**src/rtl/endpoint_flit_tx.sv**
```systemverilog
// ---------------------------------------------------------------------------
// endpoint_flit_tx
//
// Credit-based flit transmitter feeding one switch input port. Flits offered
// by the source are staged in an in-order FIFO together with their target VC.
// The head is issued to the switch only while its VC holds at least one
// credit. Each issue consumes a credit, and each credit_granted pulse returns
// one. The head is never bypassed, so a stalled head blocks every later flit
// (strict head-of-line order).
//
// Handshake: a flit transfers from the source on any rising edge where
// req_valid & req_ready are both high. req_ready depends only on FIFO fullness,
// not on a same-cycle pop. data_ready is a one-cycle strobe qualifying
// out_flit. The switch has no back-pressure beyond the credits.
//
// Optional feature (macro ENDPOINT_TX_CREDIT_CHECK_EN): when it is defined, a
// credit grant that arrives with the VC already at BUFFER_SIZE sets the sticky
// credit_overflow flag. When it is undefined, credit_overflow is tied to 0.
//
// Ports
//   clk, rst          clock, asynchronous active-high reset
//   req_valid/ready   source handshake; req_flit + req_vc are the payload
//   out_flit          last issued flit (holds between issues)
//   data_ready        one-cycle strobe per issued flit
//   credit_granted    per-VC credit return pulses
//   credits           per-VC credit counts, VC0 in the LSBs
//   busy              FIFO non-empty or a flit strobe in progress
//   credit_overflow   sticky saturated-grant flag
//   dbg_state         FSM state (0 IDLE, 1 SEND, 2 STALL)
// ---------------------------------------------------------------------------
module endpoint_flit_tx #(
    parameter int NUM_VCS     = 2,
    parameter int BUFFER_SIZE = 8,
    parameter int FIFO_DEPTH  = 4,
    parameter int FLIT_W      = 32,
    localparam int VC_W       = (NUM_VCS > 1) ? $clog2(NUM_VCS) : 1,
    localparam int CR_W       = $clog2(BUFFER_SIZE + 1)
) (
    input  logic                      clk,
    input  logic                      rst,
    input  logic                      req_valid,
    input  logic [FLIT_W-1:0]         req_flit,
    input  logic [VC_W-1:0]           req_vc,
    output logic                      req_ready,
    output logic [FLIT_W-1:0]         out_flit,
    output logic                      data_ready,
    input  logic [NUM_VCS-1:0]        credit_granted,
    output logic [NUM_VCS*CR_W-1:0]   credits,
    output logic                      busy,
    output logic                      credit_overflow,
    output logic [1:0]                dbg_state
);

    localparam int PTR_W = $clog2(FIFO_DEPTH);

    typedef enum logic [1:0] {
        S_IDLE  = 2'd0,
        S_SEND  = 2'd1,
        S_STALL = 2'd2
    } state_t;

    logic [FLIT_W-1:0] r_fifo_flit [FIFO_DEPTH];
    logic [VC_W-1:0]   r_fifo_vc   [FIFO_DEPTH];
    // One extra pointer bit distinguishes full from empty.
    logic [PTR_W:0]    r_wr_ptr;
    logic [PTR_W:0]    r_rd_ptr;
    logic [CR_W-1:0]   r_credits   [NUM_VCS];
    state_t            r_state;
    logic              r_data_ready;
    logic [FLIT_W-1:0] r_out_flit;

    logic [PTR_W:0]    w_count;
    logic [PTR_W:0]    w_count_next;
    logic [PTR_W:0]    w_rd_ptr_next;
    logic              w_empty;
    logic              w_full;
    logic              w_push;
    logic              w_pop;
    logic [VC_W-1:0]   w_head_vc;
    logic [VC_W-1:0]   w_next_head_vc;
    logic [NUM_VCS-1:0] w_dec_vec;
    logic [NUM_VCS-1:0] w_at_max;
    logic [CR_W-1:0]   w_credits_next [NUM_VCS];
    state_t            w_state_next;

    assign w_count   = r_wr_ptr - r_rd_ptr;
    assign w_empty   = (w_count == '0);
    assign w_full    = (w_count == (PTR_W+1)'(FIFO_DEPTH));
    assign req_ready = ~rst & ~w_full;
    assign w_push    = req_valid & req_ready;
    // The state register is kept exact for the current cycle, so SEND means
    // "head present with a credit": issue is decided by the state alone.
    assign w_pop     = (r_state == S_SEND);
    assign w_head_vc = r_fifo_vc[r_rd_ptr[PTR_W-1:0]];

    assign w_rd_ptr_next = r_rd_ptr + (PTR_W+1)'(w_pop);
    assign w_count_next  = w_count + (PTR_W+1)'(w_push) - (PTR_W+1)'(w_pop);
    // A single remaining entry after a push must be the one being pushed.
    assign w_next_head_vc = (w_push && w_count_next == (PTR_W+1)'(1))
                          ? req_vc : r_fifo_vc[w_rd_ptr_next[PTR_W-1:0]];

    always_comb begin
        w_dec_vec = '0;
        w_at_max  = '0;
        for (int v = 0; v < NUM_VCS; v++) begin
            w_dec_vec[v] = w_pop && (w_head_vc == VC_W'(v));
            w_at_max[v]  = (r_credits[v] == CR_W'(BUFFER_SIZE));
        end
    end

    // A grant and an issue on the same VC cancel. A lone grant at the maximum
    // is dropped (saturate).
    always_comb begin
        for (int v = 0; v < NUM_VCS; v++) begin
            w_credits_next[v] = r_credits[v];
            if (credit_granted[v] && !w_dec_vec[v] && !w_at_max[v])
                w_credits_next[v] = r_credits[v] + CR_W'(1);
            else if (w_dec_vec[v] && !credit_granted[v])
                w_credits_next[v] = r_credits[v] - CR_W'(1);
        end
    end

    always_comb begin
        w_state_next = S_IDLE;
        if (w_count_next != '0)
            w_state_next = (w_credits_next[w_next_head_vc] != '0) ? S_SEND : S_STALL;
    end

    always_ff @(posedge clk or posedge rst) begin
        if (rst) begin
            r_wr_ptr     <= '0;
            r_rd_ptr     <= '0;
            r_state      <= S_IDLE;
            r_data_ready <= 1'b0;
            r_out_flit   <= '0;
            for (int v = 0; v < NUM_VCS; v++)
                r_credits[v] <= CR_W'(BUFFER_SIZE);
        end else begin
            r_state      <= w_state_next;
            r_data_ready <= w_pop;
            for (int v = 0; v < NUM_VCS; v++)
                r_credits[v] <= w_credits_next[v];
            if (w_push)
                r_wr_ptr <= r_wr_ptr + (PTR_W+1)'(1);
            if (w_pop) begin
                r_rd_ptr   <= w_rd_ptr_next;
                r_out_flit <= r_fifo_flit[r_rd_ptr[PTR_W-1:0]];
            end
        end
    end

    // Payload storage needs no reset; validity is tracked by the pointers.
    always_ff @(posedge clk) begin
        if (w_push) begin
            r_fifo_flit[r_wr_ptr[PTR_W-1:0]] <= req_flit;
            r_fifo_vc[r_wr_ptr[PTR_W-1:0]]   <= req_vc;
        end
    end

`ifdef ENDPOINT_TX_CREDIT_CHECK_EN
    logic r_overflow;
    always_ff @(posedge clk or posedge rst) begin
        if (rst)
            r_overflow <= 1'b0;
        else if (|(credit_granted & w_at_max & ~w_dec_vec))
            r_overflow <= 1'b1;
    end
    assign credit_overflow = r_overflow;
`else
    assign credit_overflow = 1'b0;
`endif

    always_comb begin
        credits = '0;
        for (int v = 0; v < NUM_VCS; v++)
            credits[v*CR_W +: CR_W] = r_credits[v];
    end

    assign out_flit   = r_out_flit;
    assign data_ready = r_data_ready;
    assign busy       = ~w_empty | r_data_ready;
    assign dbg_state  = r_state;

endmodule

```
**config.mk**
```make
export PLATFORM = sky130hd
export DESIGN_NAME = endpoint_flit_tx
export DESIGN_NICKNAME = d
export VERILOG_FILES = /design/src/rtl/endpoint_flit_tx.sv
export SDC_FILE = /design/constraint.sdc
export NUM_CORES = 1
export LEC_CHECK = 0
export ABC_AREA = 1
export CORE_MARGIN = 2
export CORE_UTILIZATION = 45
export DETAILED_ROUTE_END_ITERATION = 10
export PLACE_DENSITY = 0.69
export SKIP_CTS_REPAIR_TIMING = 1
export SYNTH_ARGS = -nofsm -noshare
export SYNTH_HDL_FRONTEND = slang
export SYNTH_SLANG_ARGS = --single-unit
```
**constraint.sdc**
```tcl
create_clock -name clk -period 3.44 [get_ports clk]
set_input_delay 1.032 -clock clk [delete_from_list [all_inputs] [get_ports clk]]
set_output_delay 1.032 -clock clk [all_outputs]
set_load 0.005 [all_outputs]
```
==> reports/metrics.cfg <==
[timing]
timing.hold.ws_ns = 0.486
finalHoldViolCount = 0
final-setup-viol-count = 0
post-route-min-period_ns = 3.39
finalMaxSlewViolations = 0
slew_headroom_pct = 43.6
tightest_slew_ns = 0.846
finClkSkew_ns = 0.0154
fmax_ghz = 0.295
rsz0062_at_grt = true
post-route-period-util_pct = 98.6

[clock_tree]
cts_buffers = 17
tritoncts = done
clockBufferDepth = 2
htreeDepth = 4
clk_latency_ns = 0.43
clock-sinks = 181
path_clk_slew_ns = 0.06
clockRootBuffer = clkbuf_16

[synth]
syn-num-nets = 707
syn_avg_cell_area_um2 = 11.4
yosysSeqAreaShare_pct = 69.6
yosysTopAreaCell = edfxtp_1
ys_seq_elements = 181
async_reset_ff_share_pct = 27.1
yosys_most_used_dff = edfxtp_1
synth_cell_types = 33
syn_inst = 654
synth_area_um2 = 7460
synth.most_common_cell = nor2_1
synth_edf_count = 132
synth_top_area_share_pct = 53.1
ys.warnings.count = 0
synthTopCellsByArea = edfxtp_1, dfrtp_1, nor2_1
synth_common_cells = nor2_1, edfxtp_1, o21ai_0, nand2_1, dfrtp_1

[routing]
num_vias = 5073
wire_per_inst_um = 16.5
wl_met2_mm = 8.31
viasPerCell = 5.19
wl_met1_mm = 6.73
antenna_left = 0
first_pass_iters = 5
drt_iter0_drc = 279
highest_layer = met4
wl_met3_um = 944
drc_errors = 0
drt-total-wl_mm = 16.1

[placed_design]
dp_hpwl_mm = 9.35
gp_congestion = 0.848
dp.cells = 942
port_buffers = 82

[global_route]
grt_pass1_vias = 4935
grt_pass1_wl_mm = 24.8
overflow = 0
grt_use_total_pct = 18.4
antenna_found_initial = 0
grt_max_degree = 77

[floorplan]
top_level_ports = 84
std_cell_rows = 47
fp.dieArea_um2 = 17600
initial_core_util_pct = 45.5
core_um2 = 16400
die_h_um = 133
die_x_um = 133

[critical_path]
cp_slowest_cell = fa_2
critPathCaptureType = flip-flop
crit_path_frequent_cell = nand2_2
crit_required_ns = 3.78
max_stage_delay_ns = 0.45
cp.arrival_ns = 3.73
path_max_fanout = 2
crit_chain = ha_4, fa_2, nand2_2, nand3b_4, nand3_4, ha_4, inv_2, ha_4, fa_2, xor2_2, nand3_2, nand2_2, nand2_4, o21ai_4, nand2_2, nand2_2, nand2_2, nor2_4, nand2_1, nor2_1
path_class = reg -> reg
startpoint_type = flip-flop

[status]
status = finished, final reports clean

[worst_hold_path]
hp-class = reg -> reg

[power_and_ir_drop]
power_leakage_nw = 3.50
pwr_density_cell_nw_per_um2 = 950
peakVddDrop_v = 0.000629

[layout]
multi_input_area_um2 = 2110
antenna_cells = 0
nFillCells = 1326
instances_no_fill = 978
seqCellArea_um2 = 5190
areaGrowthSynthToFinish_pct = 24.0
post-route-util_pct = 56.4
drive_gt1_share_pct = 12.4
nNetsFinal = 798

[flow_run]
maxCapViolations = 0

-- logic make-up after synthesis --
logic type,Yosys count,share of synthesized area (%)
XOR/XNOR,6,0.705
buffers and inverters,73,4.01
AND/OR/NAND/NOR,272,15.2
AO/OA/AOI/OAI,106,7.73
adder cells (fa/ha/maj),15,2.72
other,1,0.0503
flip-flops,181,69.6
-- metal layers --
layer,global-route usage (%),vias to the layer above
met1,21.9,2489
li1,-,2414
met3,5.21,13
met4,5.85,0
met5,0,-
met2,32.3,157
-- path summary, 6_finish.rpt --
| kind | start | to | slack [ns] | depth (start not counted) |
|---|---|---|---|---|
| worst max register to register | r_rd_ptr[0] | dbg_state[1] | 0.05 | 20 |
| worst max-delay path | r_rd_ptr[0] | dbg_state[1] | 0.05 | 20 |
| max in group asynchronous | rst | r_rd_ptr[0] | 1.58 | 4 |
| worst min-delay path | r_wr_ptr[2] | r_wr_ptr[2] | 0.49 | 1 |
| min in group asynchronous | rst | out_flit[25] | 1.35 | 4 |
| worst min register to register | r_wr_ptr[2] | r_wr_ptr[2] | 0.49 | 1 |
-- per-stage QoR --
step	cell area (um2)	total power [mW]	TNS, ns	setup slack, ns
detailed placement	8620	6.73	-0.417	-0.226
CTS	9130	8.44	-0.0830	-0.0708
global placement	8620	6.57	-0.180	-0.0938
global route	9250	9.37	-0.210	-0.132
finish	9250	8.79	0	0.0477
floorplan	7490	5.41	-34.46	-0.378
-- area by class of cell --
class,instances,share of cell area (%)
Tap cell,220,2.98
Multi-Input combinational cell,400,22.8
Timing Repair Buffer,102,10.6
Clock buffer,19,4.68
Sequential cell,181,56.2
Clock inverter,13,0.906
Inverter,43,1.81
-- state kept, by name, summed over array words and instances (netlist names) --
name         cells
data_ready       1
credits          8
r_wr_ptr         3
r_fifo_flit    128
r_rd_ptr         3
out_flit        32
dbg_state        2
r_fifo_vc        4
-- power by group --
part / leakage [nW] / switching, mW / internal (mW)
logic: 1.50 / 2.29 / 1.64
registers: 1.75 / 0.270 / 2.88
clock network: 0.244 / 0.792 / 0.917
-- worst max-delay path: cells and delay by family (launching register included) --
family / cells / cell delay [ns]
compound gates: 1 / 0.16
xor+xnor: 1 / 0.18
fa+ha+maj: 5 / 1.43
buf+inv: 1 / 0.03
flops: 1 / 0.42
simple gates: 12 / 1.09
-- placed cells by master (no fill, tap or decap), types with 3 or more instances in the layout --
cell,n
inv_2,6
ha_1,10
buf_4,19
nand3_2,5
edfxtp_1,132
ha_4,3
nor3_1,4
clkinvlp_4,5
dfrtp_1,45
clkdlybuf4s50_1,82
clkinv_2,4
xor2_1,4
nand3_1,22
nand2_2,11
nor2_4,6
nor2_1,168
inv_1,35
a31oi_1,32
nand2_1,51
clkbuf_16,17
o21ai_0,68
No activity file was read; power rests on OpenSTA's default activity.
